$ cat src/rtl/uart_pkg.sv
// Shared UART definitions: parity modes, receiver FSM states and a baud-divider helper.
package uart_pkg;

  typedef enum logic [1:0] {
    PAR_NONE = 2'd0,
    PAR_ODD  = 2'd1,
    PAR_EVEN = 2'd2
  } parity_t;

  typedef enum logic [2:0] {
    ST_IDLE      = 3'd0,
    ST_START     = 3'd1,
    ST_DATA      = 3'd2,
    ST_PARITY    = 3'd3,
    ST_STOP      = 3'd4,
    ST_WAIT_HIGH = 3'd5
  } uart_rx_state_t;

  // Rounded clk cycles per oversample tick; usable in localparam expressions.
  function automatic int calc_clk_div(input int clk_hz, input int baud, input int ovs);
    return (clk_hz + (baud * ovs) / 2) / (baud * ovs);
  endfunction

endpackage

$ cat src/rtl/uart_tick_gen.sv
// One-cycle enable pulse every DIV clocks; clr restarts the period so phase follows an external event.
module uart_tick_gen #(
  parameter int DIV = 130
) (
  input  logic clk,
  input  logic reset,
  input  logic clr,
  output logic tick
);

  localparam int CW = (DIV > 1) ? $clog2(DIV) : 1;
  localparam logic [CW-1:0] LAST = CW'(DIV - 1);

  logic [CW-1:0] r_cnt;

  always_ff @(posedge clk) begin
    if (reset || clr) begin
      r_cnt <= '0;
    end else if (r_cnt == LAST) begin
      r_cnt <= '0;
    end else begin
      r_cnt <= r_cnt + 1'b1;
    end
  end

  assign tick = (r_cnt == LAST) && !clr;

endmodule

$ cat src/rtl/uart_rx_ovs.sv
// Oversampling UART receiver with configurable framing, error flags and a one-word holding register.
module uart_rx_ovs
  import uart_pkg::*;
#(
  parameter int      CLK_DIV   = 130,
  parameter int      OVS       = 16,
  parameter int      DATA_BITS = 8,
  parameter parity_t PARITY    = PAR_NONE,
  parameter int      STOP_BITS = 1
) (
  input  logic                 clk,
  input  logic                 reset,
  input  logic                 rx,
  output logic [DATA_BITS-1:0] data,
  output logic                 valid,
  input  logic                 ready,
  output logic                 parity_err,
  output logic                 frame_err,
  output logic                 overrun,
  output logic [2:0]           o_dbg_state
);

  localparam int TCW = $clog2(OVS);
  localparam logic [TCW-1:0] HALF_LAST = TCW'(OVS / 2 - 1);
  localparam logic [TCW-1:0] FULL_LAST = TCW'(OVS - 1);
  localparam logic [3:0]     DATA_LAST = 4'(DATA_BITS - 1);
  localparam logic [3:0]     STOP_LAST = 4'(STOP_BITS - 1);

  logic                 r_sync1, r_sync2;
  logic                 w_rxs;
  uart_rx_state_t       r_state, w_state_next;
  logic [TCW-1:0]       r_tick_cnt;
  logic [3:0]           r_bit_cnt;
  logic [DATA_BITS-1:0] r_shift;
  logic                 r_perr, r_ferr;
  logic                 w_tick, w_clr, w_sample, w_done, w_ferr_final, w_par_bad, w_hs;
  logic [DATA_BITS-1:0] r_data;
  logic                 r_valid, r_perr_hold, r_ferr_hold, r_overrun;

  always_ff @(posedge clk) begin
    if (reset) begin
      r_sync1 <= 1'b1;
      r_sync2 <= 1'b1;
    end else begin
      r_sync1 <= rx;
      r_sync2 <= r_sync1;
    end
  end
  assign w_rxs = r_sync2;

  uart_tick_gen #(.DIV(CLK_DIV)) u_tick (
    .clk   (clk),
    .reset (reset),
    .clr   (w_clr),
    .tick  (w_tick)
  );

  // Start bit is sampled half a bit in; every later bit one full bit after that.
  assign w_sample = w_tick &&
    (((r_state == ST_START) && (r_tick_cnt == HALF_LAST)) ||
     (((r_state == ST_DATA) || (r_state == ST_PARITY) || (r_state == ST_STOP)) &&
      (r_tick_cnt == FULL_LAST)));

  assign w_ferr_final = r_ferr || !w_rxs;
  assign w_par_bad    = (^r_shift) ^ w_rxs ^ (PARITY == PAR_ODD);

  always_ff @(posedge clk) begin
    if (reset) r_state <= ST_IDLE;
    else       r_state <= w_state_next;
  end

  always_comb begin
    w_state_next = r_state;
    w_clr        = 1'b0;
    w_done       = 1'b0;
    case (r_state)
      ST_IDLE: begin
        if (!w_rxs) begin
          w_state_next = ST_START;
          w_clr        = 1'b1;
        end
      end
      ST_START: begin
        if (w_sample) w_state_next = w_rxs ? ST_IDLE : ST_DATA;
      end
      ST_DATA: begin
        if (w_sample && (r_bit_cnt == DATA_LAST))
          w_state_next = (PARITY != PAR_NONE) ? ST_PARITY : ST_STOP;
      end
      ST_PARITY: begin
        if (w_sample) w_state_next = ST_STOP;
      end
      ST_STOP: begin
        if (w_sample && (r_bit_cnt == STOP_LAST)) begin
          w_done       = 1'b1;
          w_state_next = w_ferr_final ? ST_WAIT_HIGH : ST_IDLE;
        end
      end
      ST_WAIT_HIGH: begin
        if (w_rxs) w_state_next = ST_IDLE;
      end
      default: w_state_next = ST_IDLE;
    endcase
  end

  always_ff @(posedge clk) begin
    if (reset) begin
      r_tick_cnt <= '0;
      r_bit_cnt  <= '0;
      r_shift    <= '0;
      r_perr     <= 1'b0;
      r_ferr     <= 1'b0;
    end else begin
      if (w_clr || w_sample) r_tick_cnt <= '0;
      else if (w_tick)       r_tick_cnt <= r_tick_cnt + 1'b1;

      if (w_state_next != r_state) r_bit_cnt <= '0;
      else if (w_sample)           r_bit_cnt <= r_bit_cnt + 1'b1;

      if (w_clr) begin
        r_perr <= 1'b0;
        r_ferr <= 1'b0;
      end
      if (w_sample && (r_state == ST_DATA))   r_shift <= {w_rxs, r_shift[DATA_BITS-1:1]};
      if (w_sample && (r_state == ST_PARITY)) r_perr  <= w_par_bad;
      if (w_sample && (r_state == ST_STOP) && !w_rxs) r_ferr <= 1'b1;
    end
  end

  // valid/ready: a word is transferred in any cycle where valid && ready; data and flags stay
  // frozen while valid is high, and a completed frame may reload in the same cycle as a transfer.
  assign w_hs = r_valid && ready;

  always_ff @(posedge clk) begin
    if (reset) begin
      r_data      <= '0;
      r_valid     <= 1'b0;
      r_perr_hold <= 1'b0;
      r_ferr_hold <= 1'b0;
      r_overrun   <= 1'b0;
    end else begin
      if (w_done && (!r_valid || w_hs)) begin
        r_data      <= r_shift;
        r_perr_hold <= r_perr;
        r_ferr_hold <= w_ferr_final;
        r_valid     <= 1'b1;
      end else if (w_hs) begin
        r_valid <= 1'b0;
      end

      if (w_done && r_valid && !ready) r_overrun <= 1'b1;
      else if (w_hs)                   r_overrun <= 1'b0;
    end
  end

  assign data        = r_data;
  assign valid       = r_valid;
  assign parity_err  = r_perr_hold;
  assign frame_err   = r_ferr_hold;
  assign overrun     = r_overrun;
  assign o_dbg_state = r_state;

endmodule

$ cat config.mk
export PLATFORM = sky130hd
export DESIGN_NAME = uart_rx_ovs
export DESIGN_NICKNAME = d
export VERILOG_FILES = /design/src/rtl/uart_pkg.sv /design/src/rtl/uart_tick_gen.sv /design/src/rtl/uart_rx_ovs.sv
export SDC_FILE = /design/constraint.sdc
export NUM_CORES = 1
export LEC_CHECK = 0
export CAP_MARGIN = 20
export CORE_ASPECT_RATIO = 1.5
export CORE_MARGIN = 2
export CORE_UTILIZATION = 55
export CTS_BUF_LIST = sky130_fd_sc_hd__clkbuf_2 sky130_fd_sc_hd__clkbuf_4 sky130_fd_sc_hd__clkbuf_8
export CTS_CLUSTER_DIAMETER = 150
export CTS_CLUSTER_SIZE = 24
export DETAILED_ROUTE_END_ITERATION = 16
export GPL_TIMING_DRIVEN = 0
export PLACE_DENSITY = 0.77
export SLEW_MARGIN = 30
export SYNTH_ARGS = -nofsm -noshare
export SYNTH_HDL_FRONTEND = slang
export SYNTH_SLANG_ARGS = --single-unit
$ cat constraint.sdc
create_clock -name clk -period 2.71 [get_ports clk]
set_clock_uncertainty 0.2 [all_clocks]
set_input_delay 0.542 -clock clk [delete_from_list [all_inputs] [get_ports clk]]
set_output_delay 0.542 -clock clk [all_outputs]
set_load 0.03 [all_outputs]
# == Word-level counts from Yosys, hierarchy flattened ==
# Cells that the tools add are included.
# totals
ff_bits,43
# op_classes
n_addsub,3
eq_ne,10
n_mux,19
bitwise,1
reduce_logical,35
# op_table
cell,count
$mux W3,7
$pmux W3 S6,1
$logic_and A1 B1 Y1,14
$mux W1,10
$add A4 B1 Y4 const B,2
$add A8 B1 Y8 const B,1
$eq A4 B3 Y1 const B,2
$eq A8 B8 Y1 const B,1
$reduce_bool A2 Y1,4
$reduce_xor A8 Y1,1
$logic_or A1 B1 Y1,7
$eq A3 B2 Y1 const B,2
$eq A3 B3 Y1 const B,2
$reduce_or A2 Y1,3
$eq A4 B4 Y1 const B,1
$logic_not A1 Y1,4
$logic_not A4 Y1,1
$eq A3 B1 Y1 const B,1
$logic_not A3 Y1,1
$ne A3 B3 Y1,1
$mux W2,1
$xor A1 B1 Y1,1

# == Longest topological paths before layout ==
# Gate-level depths: netlist of the first run.
# logic_depth
ltp_word,12
ltp_mapped,8
depth_no_buf,7

# == Cells and area by module ==
# Synthesis of the first run repeated with hierarchy kept, for this count alone.
# hier_totals
cells_unflattened,208
area_unflattened_um2,2043.2
# modules_own_cells
module,n_inst,cells_per_inst,area_per_inst_um2
uart_rx_ovs,1,168,1680.4
uart_tick_gen,1,40,362.8

# == Least setup slack after synthesis of the first run ==
# No wires, ideal clock.
# synth_timing
path_type,register -> register
startpoint,reg r_state[2] (netlist: o_dbg_state[2])
endpoint,reg r_state[2] (netlist: o_dbg_state[2])
setup_ps,120
arrival_ps,1829
setup_slack_ps,562
path_stages_with_launch,7
path_cell_list,dfxtp_1 -> nor3b_2 -> a211oi_1 -> or2_0 -> buf_2 -> o31a_1 -> o31a_1
# synth_via
elab_chain_cells,9
word_cells_on_any_way,24
classes_between,5 x eq/ne; 8 x mux; 11 x reduce/logical
# synth_rtl
element,line,rtl
from (decl),uart_rx_ovs.sv:31,"uart_rx_state_t r_state, w_state_next;"
from (signal assigned),uart_rx_ovs.sv:69,else r_state <= w_state_next;
$eq A3 B2 Y1,"uart_rx_ovs.sv:61, uart_rx_ovs.sv:76",
$logic_or A1 B1 Y1 (2 in series),uart_rx_ovs.sv:61,(((r_state == ST_DATA) || (r_state == ST_PARITY) || (r_state == ST_STOP)) &&
$logic_and A1 B1 Y1,uart_rx_ovs.sv:61,
$logic_or A1 B1 Y1,uart_rx_ovs.sv:60,(((r_state == ST_START) && (r_tick_cnt == HALF_LAST)) ||
$logic_and A1 B1 Y1,uart_rx_ovs.sv:59,assign w_sample = w_tick &&
"$logic_and A1 B1 Y1, on equally long branches","uart_rx_ovs.sv:94, uart_rx_ovs.sv:87",
"$mux W3, on equally long branches","uart_rx_ovs.sv:94, uart_rx_ovs.sv:87",
$pmux W3 S6 (*),uart_rx_ovs.sv:76,case (r_state)
# Mark *: on every way between the ends. The rest lies on a longest branch, timed or not.
# A chain may end at the register's enable or synchronous reset.

# == Final worst setup path of the first run ==
# layout_timing
startpoint,reg r_state[1] (netlist: o_dbg_state[1])
endpoint,reg r_bit_cnt[1]
# layout_via
elab_chain_cells,11
word_cells_on_any_way,26
classes_between,6 x eq/ne; 8 x mux; 12 x reduce/logical
# layout_rtl
element,line,rtl
$eq A3 B2 Y1,"uart_rx_ovs.sv:61, uart_rx_ovs.sv:76",
$logic_or A1 B1 Y1 (2 in series),uart_rx_ovs.sv:61,
$logic_and A1 B1 Y1,uart_rx_ovs.sv:61,
$logic_or A1 B1 Y1,uart_rx_ovs.sv:60,
$logic_and A1 B1 Y1,uart_rx_ovs.sv:59,
"$logic_and A1 B1 Y1, on equally long branches","uart_rx_ovs.sv:94, uart_rx_ovs.sv:87",
"$mux W3, on equally long branches","uart_rx_ovs.sv:94, uart_rx_ovs.sv:87",
$pmux W3 S6,uart_rx_ovs.sv:76,
$ne A3 B3 Y1,uart_rx_ovs.sv:117,if (w_state_next != r_state) r_bit_cnt <= '0;
$reduce_or A2 Y1 (no line),-,
to (signal assigned),uart_rx_ovs.sv:118,else if (w_sample) r_bit_cnt <= r_bit_cnt + 1'b1;
to (decl),uart_rx_ovs.sv:33,logic [3:0] r_bit_cnt;
# Parallel ways exist; a longest one is shown, timed or not.

==> impl_metrics.tcl, run 1 <==
set metrics [dict create \
    status "completed" \
    hold_viol 0 \
    path_cells "clkbuf_1, nor4_1, a2111oi_1, o41ai_2, a21oi_1" \
    port-buffer-count 17 \
    worst_hold_path.num_cells 1 \
    crit_type "flip-flop to flip-flop" \
    crit_slowest_cell "a2111oi_1" \
    r2r_slack_ns 0.24 \
    cpPeakStageDelay_ns 0.73 \
    fin_nets 251 \
    fin_setup_tns_ns 0 \
    final_cell_area_um2 2370 \
    seqPwrFrac 0.533 \
    worst_pin_slew_ns 0.812 \
    grt_max_degree 16 \
    hold_path.class "flip-flop to flip-flop" \
    crit_cells 5 \
    dp_hpwl_mm 2.79 \
    drv_cap 0 \
    hold_start "r_sync1" \
    drt_first_pass_iters 4 \
    wl_per_cell_um 14.0 \
    netlist_area_um2 2030 \
    slew_viol_final 0 \
    switching_share 0.222 \
    clk_pin_slew_worst_paths_ns 0.09 \
    power.density_nw_per_um2 509 \
    clockPowerShare 0.422 \
    rows 27 \
    die_h_um 78.4 \
    end_kind "flip-flop" \
    area_growth_pct 16.8 \
    crit_fanout 10 \
    numCtsBuffers 5 \
    drc 0 \
    final_common_cell "dfxtp_1" \
    multi_input_area_um2 1100 \
    power.switching_uw 268 \
    vias 1624 \
    synth-main-ff-cell "dfxtp_1" \
    htreeDepth 2 \
    postLayoutCoreUtil 0.656 \
    routed_wl_mm 4.01 \
    holdBufCountCts 0 \
    whs_endpoint "r_sync2" \
    finalHoldWorstSlack_ns 0.225 \
    drtAntennaViolNets 0 \
    max_freq_mhz 405 \
    diodes 0 \
    cts_tree "built" \
    synth_nets 227 \
    ys_warn_count 0 \
    critPathLaunchType "flip-flop" \
    ys_ff_latch 43 \
    cp_top_family "compound AO/OA/AOI/OAI gates" \
    placed_cell_area_um2 2250 \
    initial_utilization 0.561 \
    grt_pass1_vias 1585 \
    power_leakage_nw 0.831 \
    crit_required_ns 2.74 \
    setup-violations-final 0 \
    cts_setup_buffers 0 \
    cp_num_buf_inv 1 \
    viasPerCell 5.68 \
    syn_inst 218 \
    p_comb_frac 0.045 \
    first_iter_violations 17 \
    coreArea_um2 3610 \
    p_int_uw 939 \
    r2r-end "r_bit_cnt[1]" \
    synthDistinctLibCells 46 \
    r2r_cells 5 \
    fin_crit_sh 0.910 \
    ys_async_sr_fraction 0 \
    grt_usage 0.219 \
    synth-edff-count 0 \
    avgSynthCellArea_um2 9.31 \
    total_power_mw 1.21 \
    cts.sink_count 43 \
    layout_min_cycle_time_ns 2.47 \
    ioPinCount 19 \
    drive_above_1_share 0.107 \
    die_w_um 53.6 \
    postCtsResizedCells 0 \
    regToRegStartpoint "o_dbg_state[1]" \
    fillers 313 \
    grt_setup_unrepaired "no" \
    grt_pass1_wl_mm 6.84 \
    yosysSeqAreaShare 0.424 \
    clockBufferDepth 2 \
    maxSlewHeadroom 0.457 \
    seqCellArea_um2 861 \
    cp.arrival_ns 2.49 \
    final_cell_mix "dfxtp_1 (43), nor2_1 (32), mux2i_1 (18)" \
    clk_latency_ns 0.30 \
    clk_root_buffer_cell "clkbuf_8" \
    gp_congestion 0.782 \
    antenna_found_initial 0 \
    gr-total-overflow 0 \
    die-area_um2 4200 \
    ir_drop_mv 0.497 \
]
-- sequential cells by signal, summed over array words and instances, names as in the netlist, 3 cells and up --
name	flops
data	8
r_shift	8
u_tick.r_cnt	8
r_bit_cnt	4
r_tick_cnt	4
o_dbg_state	3
-- routing by layer --
layer,wire [µm],up-vias,track usage
met3,104,7,0.0494
met2,2100,22,0.369
met5,0,-,0
met4,70,0,0.105
met1,1730,779,0.251
li1,-,816,-
-- area by class of cell --
type,count,share of cell area
clock buffer,5,0.0290
timing repair buffer,17,0.0718
sequential,43,0.363
clock inverter,3,0.0201
multi-input combinational,159,0.464
tap,43,0.0227
buffer,10,0.0201
inverter,6,0.00950
-- kinds of logic after synthesis --
group / count (synthesis) / share of synthesized area
flops: 43 / 0.424
xor+xnor: 16 / 0.0690
compound gates: 29 / 0.106
simple gates: 91 / 0.247
fa+ha+maj: 5 / 0.0308
buf+inv: 16 / 0.0345
mux: 18 / 0.0888
-- synth_stat cells, types with 5 or more instances --
cell type	number	area share
inv_1	6	0.011
a21oi_1	9	0.022
nor3_1	6	0.015
nand2_1	11	0.020
xnor2_1	11	0.047
mux2i_1	18	0.089
ha_1	5	0.031
buf_2	5	0.012
xor2_1	5	0.022
nand3_1	8	0.020
nor2_1	32	0.059
dfxtp_1	43	0.42
-- per-stage QoR --
stage | setup WS (ns) | instances
floorplan | 0.562 | 218
CTS | 0.295 | 286
global placement | 0.344 | 278
detailed placement | 0.321 | 278
global route | 0.112 | 286
finish | 0.243 | 286
-- worst max path at each step --
stage,startpoint,endpoint
5_1_grt,r_bit_cnt[0],data[5]
3_5_place_dp,r_tick_cnt[0],r_bit_cnt[1]
4_1_cts,r_tick_cnt[0],r_bit_cnt[1]
6_report,o_dbg_state[1],r_bit_cnt[1]
3_3_place_gp,r_tick_cnt[0],r_bit_cnt[3]
2_1_floorplan,o_dbg_state[2],o_dbg_state[2]
-- power groups by stage --
stage	registers [mW]	clock network (mW)	logic, mW
2_1_floorplan	0.658	0	0.0384
3_3_place_gp	0.658	0	0.0538
3_5_place_dp	0.658	0	0.0546
4_1_cts	0.643	0.522	0.0546
5_1_grt	0.644	0.542	0.0610
6_report	0.643	0.509	0.0544
(Power assumes the default switching activity.)
==> inputs of run 2 (changes only) <==
--- a/config.mk
+++ b/config.mk
@@ -7,14 +7,13 @@
 export LEC_CHECK = 0
 export CAP_MARGIN = 20
 export CORE_ASPECT_RATIO = 1.5
-export CORE_MARGIN = 2
-export CORE_UTILIZATION = 55
+export CORE_MARGIN = 3
+export CORE_UTILIZATION = 35
 export CTS_BUF_LIST = sky130_fd_sc_hd__clkbuf_2 sky130_fd_sc_hd__clkbuf_4 sky130_fd_sc_hd__clkbuf_8
 export CTS_CLUSTER_DIAMETER = 150
 export CTS_CLUSTER_SIZE = 24
 export DETAILED_ROUTE_END_ITERATION = 16
 export GPL_TIMING_DRIVEN = 0
-export PLACE_DENSITY = 0.77
 export SLEW_MARGIN = 30
 export SYNTH_ARGS = -nofsm -noshare
 export SYNTH_HDL_FRONTEND = slang
==> run 2 against run 1 <==
  * Via count decreased by 2.6%
  * Sequential cell count unchanged
  * Worst setup slack improved by 0.083 ns
  * Sequential power about the same
  * Utilization decreased by 22 points
  * Die area increased by 61%
  * First-iteration DRC count increased by 41%
  * Critical path type unchanged
  * Critical endpoint unchanged
==> impl_metrics.tcl, run 2 (synthesized netlist as in run 1, its figures left out) <==
set metrics [dict create \
    htreeDepth 2 \
    wl_per_cell_um 12.7 \
    drc 0 \
    power_leakage_nw 0.823 \
    status "completed" \
    fin_setup_tns_ns 0 \
    rows 33 \
    endpoint "r_bit_cnt[1]" \
    final_cell_mix "dfxtp_1 (43), nor2_1 (32), mux2i_1 (18)" \
    cts_tree "built" \
    power.density_nw_per_um2 495 \
    path_cells "ha_1, and2_1, a41o_1, a2111oi_1, o41ai_2, a21oi_1" \
    p_int_uw 929 \
    die-area_um2 6770 \
    r2r-end "r_bit_cnt[1]" \
    grt_pass1_vias 1523 \
    regToRegStartpoint "r_tick_cnt[0]" \
    crit_slowest_cell "a2111oi_1" \
    grt_setup_unrepaired "no" \
    area_growth_pct 17.9 \
    cp.arrival_ns 2.41 \
    postCtsResizedCells 0 \
    worst_pin_slew_ns 0.769 \
    crit_cells 6 \
    power.switching_uw 256 \
    critPathLaunch "r_tick_cnt[0]" \
    maxSlewHeadroom 0.474 \
    r2r_slack_ns 0.33 \
    die_h_um 99.3 \
    layout_min_cycle_time_ns 2.38 \
    coreArea_um2 5530 \
    cts.sink_count 43 \
    fin_cells 312 \
    drt_first_pass_iters 4 \
    clockPowerShare 0.411 \
    fin_crit_sh 0.879 \
    numCtsBuffers 5 \
    drtAntennaViolNets 0 \
    vias 1581 \
    clk_latency_ns 0.29 \
    drive_above_1_share 0.103 \
    switching_share 0.216 \
    grt_pass1_wl_mm 7.14 \
    first_iter_violations 24 \
    end_kind "flip-flop" \
    diodes 0 \
    port-buffer-count 17 \
    die_w_um 68.2 \
    antenna_found_initial 0 \
    p_comb_frac 0.046 \
    routed_wl_mm 3.97 \
    cts_setup_buffers 0 \
    place_inst 305 \
    crit_type "flip-flop to flip-flop" \
    fin_nets 251 \
    setup-violations-final 0 \
    gp_congestion 0.862 \
    cp_top_family "compound AO/OA/AOI/OAI gates" \
    pre_cts_ws_ns 0.298 \
    slew_viol_final 0 \
    viasPerCell 5.07 \
    final_common_cell "dfxtp_1" \
    clockBufferDepth 2 \
    gr-total-overflow 0 \
    critPathLaunchType "flip-flop" \
    crit_required_ns 2.74 \
    crit_fanout 5 \
    setup_slack_ns 0.327 \
    cp_num_buf_inv 0 \
    hold_viol 0 \
    r2r_cells 6 \
    ir_drop_mv 0.364 \
    fillers 576 \
    ioPinCount 19 \
    seqPwrFrac 0.542 \
    hold_path.class "flip-flop to flip-flop" \
    initial_utilization 0.367 \
    total_power_mw 1.18 \
    dp_hpwl_mm 2.89 \
    grt_usage 0.135 \
    max_freq_mhz 420 \
    holdBufCountCts 0 \
    worst_hold_path.num_cells 1 \
    cpPeakStageDelay_ns 0.72 \
    grt_max_degree 14 \
    clk_pin_slew_worst_paths_ns 0.08 \
    drv_cap 0 \
    clk_root_buffer_cell "clkbuf_8" \
]
## run 2: stage by stage
step / cell area [µm²] / utilization / hold WS, ns
3_3_place_gp: 2290 / 0.413 / 0.206
3_5_place_dp: 2290 / 0.413 / 0.207
6_report: 2390 / 0.433 / 0.222
2_1_floorplan: 2030 / - / 0.189
4_1_cts: 2390 / 0.433 / 0.226
5_1_grt: 2390 / 0.433 / 0.243
## run 2: power by group through the flow
stage                     combinational, mW  clock (mW)  sequential, mW
after floorplan                      0.0384           0           0.658
after global placement               0.0552           0           0.658
after detailed placement             0.0554           0           0.658
after CTS                            0.0559       0.505           0.643
after global routing                 0.0619       0.524           0.644
final                                0.0550       0.487           0.643
## run 2: final cells by class
| cell class | instances | area, µm² | area share |
|---|---|---|---|
| multi-input combinational | 159 | 1100 | 0.459 |
| clock inverter | 2 | 37.5 | 0.0157 |
| tap | 70 | 87.6 | 0.0366 |
| clock buffer | 5 | 68.8 | 0.0288 |
| sequential | 43 | 861 | 0.360 |
| inverter | 6 | 22.5 | 0.00941 |
| buffer | 10 | 47.5 | 0.0199 |
| timing repair buffer | 17 | 170 | 0.0711 |
## run 2: worst register-to-register path, delay by kind of cell (launching register included)
family	cells	cell delay [ns]
AND/OR/NAND/NOR	1	0.21
flip-flops	1	0.34
adder cells (fa/ha/maj)	1	0.21
AO/OA/AOI/OAI	4	1.35
## run 2: worst min path at each step
stage	from	endpoint	slack, ns
after CTS	r_sync1	r_sync2	0.23
final	r_sync1	r_sync2	0.22
after floorplan	r_sync1	r_sync2	0.19
after global placement	r_sync1	r_sync2	0.21
after global routing	r_sync1	r_sync2	0.24
after detailed placement	r_sync1	r_sync2	0.21
## run 2: routing by layer
layer | vias to the layer above | global-route usage | part of all wire
li1 | 811 | - | -
met1 | 737 | 0.164 | 0.43
met2 | 24 | 0.223 | 0.52
met3 | 9 | 0.0249 | 0.024
met4 | 0 | 0.0674 | 0.023
met5 | - | 0 | 0
==> inputs of run 3 (changes only) <==
--- a/config.mk
+++ b/config.mk
@@ -18,3 +18,4 @@
 export SYNTH_ARGS = -nofsm -noshare
 export SYNTH_HDL_FRONTEND = slang
 export SYNTH_SLANG_ARGS = --single-unit
+export TNS_END_PERCENT = 5
==> results of run 3 <==
No change in the layout: final DEF, timing and power equal those of run 2.
